## src/rtl/lc3b_types.sv

```systemverilog
// Shared LC-3b memory-hierarchy types: word and cacheline widths, the
// L2 arbiter grant select and the arbiter state encoding.
package lc3b_types;

    localparam int LC3B_WORD_W      = 16;
    localparam int LC3B_CACHELINE_W = 128;

    typedef logic [LC3B_WORD_W-1:0]      lc3b_word;
    typedef logic [LC3B_CACHELINE_W-1:0] lc3b_cacheline;

    // Which L1 owns (or last owned) the shared L2 port
    typedef enum logic {
        ARB_GRANT_I = 1'b0,
        ARB_GRANT_D = 1'b1
    } lc3b_arb_grant;

    typedef enum logic [1:0] {
        ARB_IDLE = 2'd0,
        SERVE_I  = 2'd1,
        SERVE_D  = 2'd2
    } lc3b_arb_state;

    // A line request is valid only when exactly one of read/write is set
    function automatic logic lc3b_req_valid(input logic rd, input logic wr);
        return rd ^ wr;
    endfunction

endpackage

```

## src/rtl/l2_req_mux.sv

```systemverilog
// Steers the granted L1's request onto the shared L2 port; the port is
// held at zero whenever no grant is active so L2 never sees a stale request.
module l2_req_mux
    import lc3b_types::*;
(
    input  logic          active,
    input  lc3b_arb_grant grant,
    input  logic          i_l2_read,
    input  logic          i_l2_write,
    input  lc3b_word      i_l2_address,
    input  lc3b_cacheline i_l2_wdata,
    input  logic          d_l2_read,
    input  logic          d_l2_write,
    input  lc3b_word      d_l2_address,
    input  lc3b_cacheline d_l2_wdata,
    output logic          l2_read,
    output logic          l2_write,
    output lc3b_word      l2_address,
    output lc3b_cacheline l2_wdata
);

    // 2:1 select by grant, forced to zero while idle
    always_comb begin
        l2_read    = 1'b0;
        l2_write   = 1'b0;
        l2_address = '0;
        l2_wdata   = '0;
        if (active) begin
            if (grant == ARB_GRANT_D) begin
                l2_read    = d_l2_read;
                l2_write   = d_l2_write;
                l2_address = d_l2_address;
                l2_wdata   = d_l2_wdata;
            end else begin
                l2_read    = i_l2_read;
                l2_write   = i_l2_write;
                l2_address = i_l2_address;
                l2_wdata   = i_l2_wdata;
            end
        end
    end

endmodule

```

## src/rtl/l2_arbiter.sv

```systemverilog
// Round-robin arbiter between the I-L1 and D-L1 controllers for the single
// shared L2 port. Requests are passed through combinationally once granted,
// the response is routed only to the owner, read data is broadcast.
//
//   state    | meaning
//   ---------+---------------------------------------------------------
//   ARB_IDLE | no owner; L2 port at zero; pick next owner round-robin
//   SERVE_I  | I-L1 owns L2 until l2_resp, then back to ARB_IDLE
//   SERVE_D  | D-L1 owns L2 until l2_resp, then back to ARB_IDLE
module l2_arbiter
    import lc3b_types::*;
#(
    parameter bit RESET_PRIO_D = 1'b1
) (
    input  logic          clk,
    input  logic          reset,

    input  logic          i_l2_read,
    input  logic          i_l2_write,
    input  lc3b_word      i_l2_address,
    input  lc3b_cacheline i_l2_wdata,
    output logic          i_l2_resp,
    output lc3b_cacheline i_l2_rdata,

    input  logic          d_l2_read,
    input  logic          d_l2_write,
    input  lc3b_word      d_l2_address,
    input  lc3b_cacheline d_l2_wdata,
    output logic          d_l2_resp,
    output lc3b_cacheline d_l2_rdata,

    output logic          l2_read,
    output logic          l2_write,
    output lc3b_word      l2_address,
    output lc3b_cacheline l2_wdata,
    input  logic          l2_resp,
    input  lc3b_cacheline l2_rdata,

    output logic          arb_conflict_inc
);

    // last_grant starts on the side that should lose the first tie
    localparam lc3b_arb_grant RESET_LAST_GRANT = RESET_PRIO_D ? ARB_GRANT_I : ARB_GRANT_D;

    lc3b_arb_state state;
    lc3b_arb_grant last_grant;
    logic          req_i;
    logic          req_d;
    logic          serving;
    lc3b_arb_grant grant_sel;

    assign req_i = lc3b_req_valid(i_l2_read, i_l2_write);
    assign req_d = lc3b_req_valid(d_l2_read, d_l2_write);

    // Arbitration FSM and round-robin history
    always_ff @(posedge clk) begin
        if (reset) begin
            state      <= ARB_IDLE;
            last_grant <= RESET_LAST_GRANT;
        end else begin
            case (state)
                ARB_IDLE: begin
                    if (req_i && req_d) begin
                        if (last_grant == ARB_GRANT_D) begin
                            state <= SERVE_I;
                        end else begin
                            state <= SERVE_D;
                        end
                    end else if (req_i) begin
                        state <= SERVE_I;
                    end else if (req_d) begin
                        state <= SERVE_D;
                    end
                end
                SERVE_I: begin
                    if (l2_resp) begin
                        last_grant <= ARB_GRANT_I;
                        state      <= ARB_IDLE;
                    end
                end
                SERVE_D: begin
                    if (l2_resp) begin
                        last_grant <= ARB_GRANT_D;
                        state      <= ARB_IDLE;
                    end
                end
                default: state <= ARB_IDLE;
            endcase
        end
    end

    // Owner select; reset masks the port so nothing leaks during the reset cycle
    always_comb begin
        serving   = !reset && (state == SERVE_I || state == SERVE_D);
        grant_sel = (state == SERVE_D) ? ARB_GRANT_D : ARB_GRANT_I;
    end

    l2_req_mux u_req_mux (
        .active       (serving),
        .grant        (grant_sel),
        .i_l2_read    (i_l2_read),
        .i_l2_write   (i_l2_write),
        .i_l2_address (i_l2_address),
        .i_l2_wdata   (i_l2_wdata),
        .d_l2_read    (d_l2_read),
        .d_l2_write   (d_l2_write),
        .d_l2_address (d_l2_address),
        .d_l2_wdata   (d_l2_wdata),
        .l2_read      (l2_read),
        .l2_write     (l2_write),
        .l2_address   (l2_address),
        .l2_wdata     (l2_wdata)
    );

    // Response demux to the owner only, tie pulse, read-data broadcast
    always_comb begin
        i_l2_resp        = !reset && (state == SERVE_I) && l2_resp;
        d_l2_resp        = !reset && (state == SERVE_D) && l2_resp;
        arb_conflict_inc = !reset && (state == ARB_IDLE) && req_i && req_d;
        i_l2_rdata       = l2_rdata;
        d_l2_rdata       = l2_rdata;
    end

endmodule

```

## config.mk

```make
export PLATFORM = sky130hd
export DESIGN_NAME = l2_arbiter
export DESIGN_NICKNAME = d
export VERILOG_FILES = /design/src/rtl/lc3b_types.sv /design/src/rtl/l2_req_mux.sv /design/src/rtl/l2_arbiter.sv
export SDC_FILE = /design/constraint.sdc
export NUM_CORES = 1
export LEC_CHECK = 0
export ABC_AREA = 1
export BUFFER_PORTS_ARGS = -buffer_cell sky130_fd_sc_hd__buf_2
export CORE_AREA = 2 2 323 325
export CTS_BUF_LIST = sky130_fd_sc_hd__clkbuf_8
export CTS_CLUSTER_SIZE = 12
export DETAILED_ROUTE_END_ITERATION = 10
export DIE_AREA = 0 0 325 327
export PLACE_DENSITY = 0.33
export SETUP_SLACK_MARGIN = 0.1
export SYNTH_ARGS = -nofsm -noshare
export SYNTH_HDL_FRONTEND = slang
export SYNTH_HIERARCHICAL = 1
export SYNTH_SLANG_ARGS = --single-unit
```

## constraint.sdc

```tcl
create_clock -name clk -period 3.14 [get_ports clk]
set_clock_uncertainty 0.15 [all_clocks]
set_input_delay 0.471 -clock clk [delete_from_list [all_inputs] [get_ports clk]]
set_output_delay 0.471 -clock clk [all_outputs]
set_load 0.005 [all_outputs]
```

==> impl_results.md, run 1 <==
* RSZ-0062 raised after global routing: false
* Crit share post-route at 93.8%
* Fmax at between 300 and 400 MHz
* Core Region at just over 0.1 mm^2
* Initial antenna violation count at 31
* Post-synthesis sequential area ratio at around 1.2%
* Post-synthesis average cell area at between 4 and 5 um^2
* Overall Power at slightly above 4 mW
* Fillcell total at 12500
* Syn nets at approximately 1500
* Fin area at slightly above 0.007 mm^2
* RR Startpoint: state[1]
* Final hold violation count at 0
* Port Buffers at ~440
* DR vias at ~6300
* Area added between synthesis and finish at 38.3%
* Slowest cell on crit path: nor2_1
* Synth area leader: buf_4
* Avg WL per Cell at between 10 and 15 um
* TritonRoute pass-1 iters at 4
* Vias in the first global route at between 6000 and 7000
* Synth Instances at between 1000 and 1500
* Kind of cell adding the most delay to the critical path: simple AND/OR/NAND/NOR gates
* Clk_lat worst skew at 0.21 ns
* GP Congestion at 0.703
* CTS tree: done
* CTS Hold Bufs at 0
* H-tree Lvls at 1
* Die Wd at approximately 330 um
* Unique masters post-synth at 14
* Worst path bufs/invs at 4
* Iter 0 DRT Violations at 209
* Peak supply drop at 0.000383 V
* Synthesis-stage register bit count at 3
* CTS root buf: clkbuf_8
* DP HPWL at ~35000 um
* Startpoint types: flop
* DIE HEIGHT at roughly 330 um
* DP Area at roughly 0.007 mm^2
* Register Area at roughly 60 um^2
* Clock sinks at 3
* Pins Over Slew Limit at 0
* Final Setup Violations at 0
* Setup crit start: state[1]
* IO Pins at around 830
* Hold crit path type: flop to flop
* Placed cells at 2609
* Layout cells sized above 1 at between 30% and 40%
* Final worst slack at around 0.2 ns
* Num CTS Buffers at 3
* Pre-CTS WS at 0.302 ns
* Final wirelength at 38600 um
* Cell Area, Synth at 0.00521 mm^2
* Min Tclk post-route at approximately 3 ns
* Worst Setup End Kind: primary output
* First-pass GRT wire length at between 40000 and 50000 um
* P per Cell Area at about 560 mW/mm^2
* Hold slack at 0.365 ns
* CP peak stage delay at around 0.42 ns
* Rel. slew slack at about two thirds
* Fin Setup TNS at 0 ns
* Non-filler instance count after layout at 2616
* CP max FO at about 70
* CP arrival at ~2.3 ns
* Final ANT Viol Nets at 0
* Overflow after GRT at 0
* Maximum buffer depth of the clock tree at 2
* Cell row count at 118
* CTS clk-pin slew, worst paths at ~0.030 ns
* Syn. warnings at 6
* Main area contributors after synthesis: buf_4, nand2_1, nor2_1, inv_1, buf_2
* HP Start: last_grant
* Yosys top cell area share at 39.6%
* Largest net degree at the start of global routing at 75
* DRC Markers at 0
* GRT Total Usage at 6.81%
* Die ar. at between 0.1 and 0.15 mm^2
* Final nets at about 1700
* Combined area of the multi-input logic cells at ~0.0024 mm^2
* Worst-Margin Slew at approximately 0.51 ns
* Max-capacitance violation count at 0
* CP cell instances: inv_1 -> ha_1 -> inv_1 -> nor2_4 -> buf_12 -> nand2_1 -> nor2_1 -> buf_2
* Vias/cell at between 2 and 2.5
* WS Path Type: flop to primary output
* Starting Density at 5.07%
* Crit path top cell by count: inv_1
* Lkg Pwr at ~4.0 nW
* CP Data Required Time at approximately 2.5 ns
* Result of the run: complete, no violations
* Final Util at roughly 7.0%
[metal layers]
| metal | global-route usage (%) | part of all wire (%) |
|---|---|---|
| met1 | 8.35 | 42 |
| met2 | 9.51 | 39 |
| met3 | 4.28 | 15 |
| met4 | 2.17 | 3.7 |
| met5 | 1.15 | 0.97 |
[placed cells by master (no fill, tap or decap), drive strengths merged]
cell type  count
diode          3
xnor2          1
clkbuf         3
buf          456
or2            1
inv          155
ha             3
nand3          5
nand2        303
nor3           1
a21oi          2
dfxtp          3
a31o           1
nor2         299
[power by group]
part	switching [mW]	leakage (nW)	internal [mW]	total [mW]
Combinational	2.53	3.96	1.32	3.85
Clock	0.0230	0.0269	0.0830	0.106
Sequential	0.0135	0.0248	0.0539	0.0674
Total	2.57	4.01	1.46	4.03
[logic make-up after synthesis]
kind of cell               share of synthesized area [%]
and+or+nand+nor                                     44.1
AOI/OAI and AO/OA                                  0.360
adders and majority gates                          0.720
xor gates and xnor gates                           0.168
DFF                                                 1.15
buffers and inverters                               53.5
[worst register-to-register path: stages (launching register included)]
cell and delay (ns):
dfxtp_1 0.37, inv_1 0.08, ha_1 0.28, inv_1 0.06
or2_2 0.32, a21oi_1 0.16, nor2_1 0.06
[area by class of cell]
| class | count | area share (%) |
|---|---|---|
| clock buffer | 3 | 0.573 |
| timing repair buffer | 456 | 33.2 |
| multi-input combinational | 616 | 33.3 |
| clock inverter | 1 | 0.0521 |
| inverter | 154 | 8.02 |
| antenna | 3 | 0.104 |
| sequential | 3 | 0.833 |
| tap | 1380 | 24.0 |
[Yosys cell counts, drive strengths merged]
cell / number
nand3: 5
a21oi: 2
nor3: 1
nor2: 299
ha: 3
a31o: 1
inv: 154
or2: 1
dfxtp: 3
buf: 304
xnor2: 1
nand2: 303
[worst paths after layout]
path                            slack [ns]            to  cells after the start
worst max register to register        1.55      state[0]                      6
worst min register to register        0.36    last_grant                      1
worst max-delay path                  0.20  l2_wdata[71]                      8
worst min-delay path                  0.36    last_grant                      1
[state kept, by name, summed over array words and instances, names as in the netlist]
register    cells
last_grant      1
state           2
[repair_timing]
| item | in CTS | in global routing |
|---|---|---|
| buffers inserted | 0 | 0 |
| setup endpoints to repair | 1 | 5 |
| resized for setup | 1 | 5 |
Note: power is estimated with default switching activity, not from simulation.
==> run 2, diff against run 1 <==
Settings changed: ABC_AREA 1 to default, CORE_AREA 2 2 323 325 to 2 2 318 320, DIE_AREA 0 0 325 327 to 0 0 320 322.
==> impl_results.md, run 2 <==
* Vias/cell at 2.23 (-7.5%)
* Min Tclk post-route at 2.97 ns (+0.0309 ns)
* Iter 0 DRT Violations at 82 (-61%)
* Compound-Gate Fraction of Synth Area at 0.943% (+0.58 points)
* Result of the run: complete, no violations
* Worst Setup End Kind: primary output
* DRC Markers at 0 (unchanged)
* Vias in the first global route at 4790 (-22%)
* Commonest non-fill, non-tap cells in the layout: buf_2, mux2i_1, nor2b_1, buf_4, inv_1
* Final ANT Viol Nets at 0 (unchanged)
* Xor/xnor share of the synthesized area at 0.663% (+0.49 points)
* Syn. warnings at 6 (unchanged)
* Syn nets at 1032 (-31%)
* Simple-Gate Fraction of Synth Area at 19.5% (-25 points)
* TritonRoute pass-1 iters at 4 (unchanged)
* RR Startpoint: state[0]
* Synth Instances at 606 (-44%)
* Area added between synthesis and finish at 37.6%
* Unique masters post-synth at 18 (+4)
* Synth Area in Adders at 0.765% (+0.045 points)
* CP peak stage delay at 0.52 ns (+0.10 ns)
* CTS clk-pin slew, worst paths at 0.03 ns (about the same)
* CTS Hold Bufs at 0 (unchanged)
* DP Area at 0.00670 mm^2 (-6.2%)
* P per Cell Area at 231 mW/mm^2 (-59%)
* Fmax at 336 MHz (-1.0%)
* Worst-Margin Slew at 0.676 ns (+0.167 ns)
* Post-synth top cells: buf_4, nor2b_1, mux2i_1, clkbuf_1, buf_12
* CP arrival at 2.35 ns (+0.03 ns)
* Worst R2R End: state[1]
* Most common cell after layout, fill and taps aside: buf_2
* Postcts setup bufs at 0 (unchanged)
* Clock sinks at 3 (unchanged)
* DR vias at 4671 (-26%)
* Fin area at 0.00676 mm^2 (-6.3%)
* CTS tree: done
* Crit path top cell by count: buf_12
* Post_cts resized at 0 (-1)
* Top-count cell post-synth: buf_4
* DIE HEIGHT at 322 um (-1.5%)
* Hold Path End: last_grant
* Worst Reg2Reg Path Length in Cells at 6 (unchanged)
* Initial antenna violation count at 10 (-68%)
* WS Path Type: flop to primary output
* Top reg by flops: state
* GP Congestion at 0.726 (+3.3%)
* Fin Setup TNS at 0 ns (unchanged)
* HP Start: last_grant
* Main area contributors after synthesis: buf_4, mux2i_1, nor2b_1, buf_12, dfxtp_1
* Rel. slew slack at 53.7% (-12 points)
* Yosys top cell area share at 39.2% (-0.44 points)
* Die ar. at 0.103 mm^2 (-3.0%)
* H-tree Lvls at 1 (unchanged)
* Max-capacitance violation count at 0 (unchanged)
* Main combinational cell family by area after synthesis: buffers and inverters
* Post-synthesis sequential area ratio at 1.22% (+0.072 points)
* Synthesis-stage register bit count at 3 (unchanged)
* Port Buffers at 443 (unchanged)
* Hold crit path type: flop to flop
* Largest regs: state x2, last_grant x1
* Lkg Pwr at 2.97 nW (-26%)
* Register-to-register setup slack at 1.46 ns (-0.09 ns)
* Pins Over Slew Limit at 0 (unchanged)
* CP cell instances: inv_1 -> ha_4 -> buf_12 -> buf_12 -> mux2i_1 -> nor2b_1 -> buf_2
* DP HPWL at 22800 um (-34%)
* CP max FO at 27 (-63%)
* Slowest cell on crit path: mux2i_1
* Num CTS Buffers at 3 (unchanged)
* Ys async rst share at 0% (unchanged)
* First-pass GRT wire length at 32700 um (-34%)
* Final wirelength at 26000 um (-33%)
* GRT Total Usage at 4.51% (-2.3 points)
* Final Setup Violations at 0 (unchanged)
* Maximum buffer depth of the clock tree at 2 (unchanged)
* Multiplexer area fraction after synthesis at 29.8% (+30 points)
* Cell row count at 116 (-1.7%)
* Startpoint types: flop
* Layout cells sized above 1 at 60.1% (+22 points)
* Largest register FFs at 2 (unchanged)
* Clk_lat worst skew at 0.22 ns (about the same)
* Final hold violation count at 0 (unchanged)
* Core Region at 0.0996 mm^2 (-3.2%)
* Synth area leader: buf_4
* Final nets at 1213 (-27%)
* Starting Density at 4.93% (-0.14 points)
* Crit share post-route at 94.7% (+0.98 points)
* Hold slack at 0.390 ns (+0.0253 ns)
* Avg WL per Cell at 12.5 um (-16%)
* Die Wd at 320 um (-1.5%)
* CP Data Required Time at 2.52 ns (about the same)
* RSZ-0062 raised after global routing: false
* EDFF count, synth at 0 (unchanged)
* Post-synthesis average cell area at 8.10 um^2 (+67%)
* Largest net degree at the start of global routing at 49 (-35%)
* IO Pins at 828 (unchanged)
* Post-synth top flop: dfxtp_1
* CTS root buf: clkbuf_8
* WHS Path Cells at 2 (+1)
* Overflow after GRT at 0 (unchanged)
* Peak supply drop at 0.000131 V (-66%)
* Final Util at 6.79% (-0.22 points)
* Cell Area, Synth at 0.00491 mm^2 (-5.9%)
-- run 2: area by class of cell --
type,count,area (um^2)
inverter,5,18.8
tap,1298,1620
clock buffer,3,41.3
timing repair buffer,464,2440
clock inverter,1,3.75
antenna,6,15.0
fill,11800,92800
multi-input combinational,310,2560
sequential,3,60.1
-- run 2: where the power goes --
| part | switching (mW) | total, mW | internal, mW |
|---|---|---|---|
| clock network | 0.0255 | 0.109 | 0.0832 |
| logic | 0.679 | 1.40 | 0.721 |
| registers | 0.00447 | 0.0486 | 0.0442 |
| total | 0.709 | 1.56 | 0.848 |
-- run 2: critical path: cells and delay by family, from the launching register on --
| kind | cells | cell delay [ns] |
|---|---|---|
| buffers and inverters | 4 | 0.76 |
| muxes | 1 | 0.52 |
| adders and majority gates | 1 | 0.32 |
| DFF | 1 | 0.30 |
| and+or+nand+nor | 1 | 0.10 |
-- run 2: logic make-up after synthesis --
kind of cell / count (synthesis)
buf+inv: 293
simple gates: 153
flops: 3
fa+ha+maj: 3
compound gates: 6
mux: 146
xor+xnor: 2
-- run 2: per-stage QoR --
stage | setup slack [ns] | instances | power, mW
2_1_floorplan | 1.04 | 606 | 1.20
3_3_place_gp | 0.345 | 2080 | 1.51
3_5_place_dp | 0.363 | 2080 | 1.49
4_1_cts | 0.133 | 2084 | 1.61
5_1_grt | 0.103 | 2087 | 1.70
6_report | 0.165 | 2090 | 1.56
-- run 2: layer usage --
metal | share of wire, % | track usage [%]
met4 | 3.4 | 1.39
met2 | 44 | 7.24
met1 | 35 | 4.35
met3 | 18 | 3.64
met5 | 0.35 | 0.426
-- run 2: how the worst max path moves through the flow --
stage	from	slack [ns]	cells past startpoint	end
2_1_floorplan	state[0]	1.04	6	l2_wdata[100]
3_3_place_gp	state[0]	0.35	6	l2_wdata[88]
3_5_place_dp	state[0]	0.36	6	l2_wdata[88]
4_1_cts	state[0]	0.13	6	l2_wdata[88]
5_1_grt	state[0]	0.10	7	l2_wdata[63]
6_report	state[0]	0.17	7	l2_wdata[63]
==> run 3, diff against run 2 <==
Settings changed: CELL_PAD_IN_SITES_DETAIL_PLACEMENT from default to 1, CELL_PAD_IN_SITES_GLOBAL_PLACEMENT from default to 1, CORE_AREA 2 2 318 320 to 2 2 320 322, DIE_AREA 0 0 320 322 to 0 0 322 324, PLACE_DENSITY 0.33 to 0.42.
==> impl_results.md, run 3 (synthesis results as in run 2) <==
* DR vias at 4848 (+3.8%)
* Overflow after GRT at 0 (unchanged)
* Crit path top cell by count: buf_4
* RR Startpoint: state[0]
* CTS root buf: clkbuf_8
* Layout cells sized above 1 at 61.8% (+1.8 points)
* Core Region at 0.101 mm^2 (+1.4%)
* Non-filler instance count after layout at 2138 (+2.3%)
* Fillcell total at 12300 (+4.0%)
* CP cell instances: inv_1 -> ha_4 -> buf_4 -> mux2i_1 -> buf_4 -> nor2b_1 -> buf_2
* P per Cell Area at 253 mW/mm^2 (+9.6%)
* Startpoint types: flop
* Rel. slew slack at 63.2% (+9.5 points)
* Worst Setup End Kind: primary output
* Hold crit path type: primary input to flop
* DIE HEIGHT at 324 um (+0.62%)
* CTS clk-pin slew, worst paths at 0.03 ns (about the same)
* RSZ-0062 raised after global routing: false
* CTS tree: done
* Pins Over Slew Limit at 0 (unchanged)
* Port Buffers at 443 (unchanged)
* Final ANT Viol Nets at 0 (unchanged)
* Final Setup Violations at 0 (unchanged)
* Setup crit start: state[0]
* Crit share post-route at 89.1% (-5.6 points)
* CP max FO at 22 (-19%)
* Largest regs: state x2, last_grant x1
* First-pass GRT wire length at 39700 um (+21%)
* Maximum buffer depth of the clock tree at 2 (unchanged)
* CP Data Required Time at 2.52 ns (about the same)
* CP peak stage delay at 0.48 ns (-0.04 ns)
* Min Tclk post-route at 2.80 ns (-0.176 ns)
* Largest net degree at the start of global routing at 57 (+16%)
* Cell row count at 117 (+0.86%)
* Fin Setup TNS at 0 ns (unchanged)
* Clock sinks at 3 (unchanged)
* HP Start: reset
* Top reg by flops: state
* Post_cts resized at 0 (unchanged)
* WS Path Type: flop to primary output
* Final nets at 1250 (+3.1%)
* Die ar. at 0.104 mm^2 (+1.3%)
* Iter 0 DRT Violations at 91 (+11%)
* Pre-CTS WS at 0.466 ns (+0.103 ns)
* DRC Markers at 0 (unchanged)
* Vias/cell at 2.27 (+1.5%)
* Slowest cell on crit path: ha_4
* Worst-Margin Slew at 0.552 ns (-0.123 ns)
* Final worst slack at 0.341 ns (+0.176 ns)
* Placed cells at 2128 (+2.3%)
* Vias in the first global route at 5196 (+8.5%)
* Result of the run: complete, no violations
* Die Wd at 322 um (+0.63%)
* Final wirelength at 31800 um (+22%)
* Clk_lat worst skew at 0.22 ns (about the same)
* Lkg Pwr at 3.18 nW (+6.8%)
* CP arrival at 2.18 ns (-0.17 ns)
* TritonRoute pass-1 iters at 4 (unchanged)
* Peak supply drop at 0.000169 V (+28%)
* Commonest non-fill, non-tap cells in the layout: buf_2, mux2i_1, nor2b_1, buf_4, buf_12
* Final hold violation count at 0 (unchanged)
* Area added between synthesis and finish at 45.8%
* CTS Hold Bufs at 0 (unchanged)
* Num CTS Buffers at 3 (unchanged)
* Postcts setup bufs at 0 (unchanged)
* GP Congestion at 0.687 (-5.3%)
* GRT Total Usage at 5.53% (+1.0 points)
* Starting Density at 4.86% (-0.070 points)
* Avg WL per Cell at 14.9 um (+19%)
* H-tree Lvls at 1 (unchanged)
* Largest register FFs at 2 (unchanged)
* IO Pins at 828 (unchanged)
* Initial antenna violation count at 13 (+3)
* DP HPWL at 28600 um (+25%)
* Most common cell after layout, fill and taps aside: buf_2
* Fmax at 357 MHz (+6.3%)
* Max-capacitance violation count at 0 (unchanged)
==> run 3: cell types whose count changed in the layout (fill, tap and decap cells not counted) <==
cell | before | now
buf_12 | 5 | 13
buf_4 | 16 | 49
buf_2 | 443 | 439
==> run 3: layout make-up <==
class	count	area (um^2)	share of cell area, %
inverters	5	18.8	0.262
well taps	1309	1640	22.9
clock inverters	1	3.75	0.0524
flip-flops and latches	3	60.1	0.839
clock buffers	3	41.3	0.577
diodes	6	15.0	0.210
multi-input cells	310	2560	35.7
repair buffers	501	2830	39.5
==> run 3: path summary, 6_finish.rpt <==
check,endpoint,cells past startpoint,slack (ns)
worst max register to register,last_grant,5,1.47
worst max-delay path,l2_wdata[99],7,0.34
worst min register to register,last_grant,2,0.38
worst min-delay path,last_grant,2,0.37
==> run 3: worst max-delay path: cells and delay by family (launching register included) <==
family	cells	cell delay (ns)
buf+inv	4	0.73
fa+ha+maj	1	0.48
mux	1	0.35
flops	1	0.30
simple gates	1	0.05
==> run 3: metal layers <==
layer,GRT usage [%],vias to the layer above,share of wire (%),wire length (um)
met1,6.49,2049,41,12900
met2,8.61,616,42,13300
met3,3.33,37,16,5030
li1,-,2142,-,-
met5,0,-,0.11,34
met4,1.13,4,1.6,505
==> run 3: metrics by stage <==
stage	area (um^2)	total power [mW]	hold slack [ns]	utilization [%]
final	7160	1.81	0.375	7.09
after global routing	7150	2.01	0.388	7.08
after CTS	7140	1.91	0.378	7.07
after detailed placement	7100	1.79	0.376	7.03
after global placement	7100	1.79	0.368	7.03
after floorplan	4910	1.20	0.337	-
==> run 3: power by group <==
group / internal [mW] / total [mW] / switching, mW
Sequential: 0.0442 / 0.0484 / 0.00428
Clock: 0.0835 / 0.112 / 0.0288
Combinational: 0.847 / 1.65 / 0.800
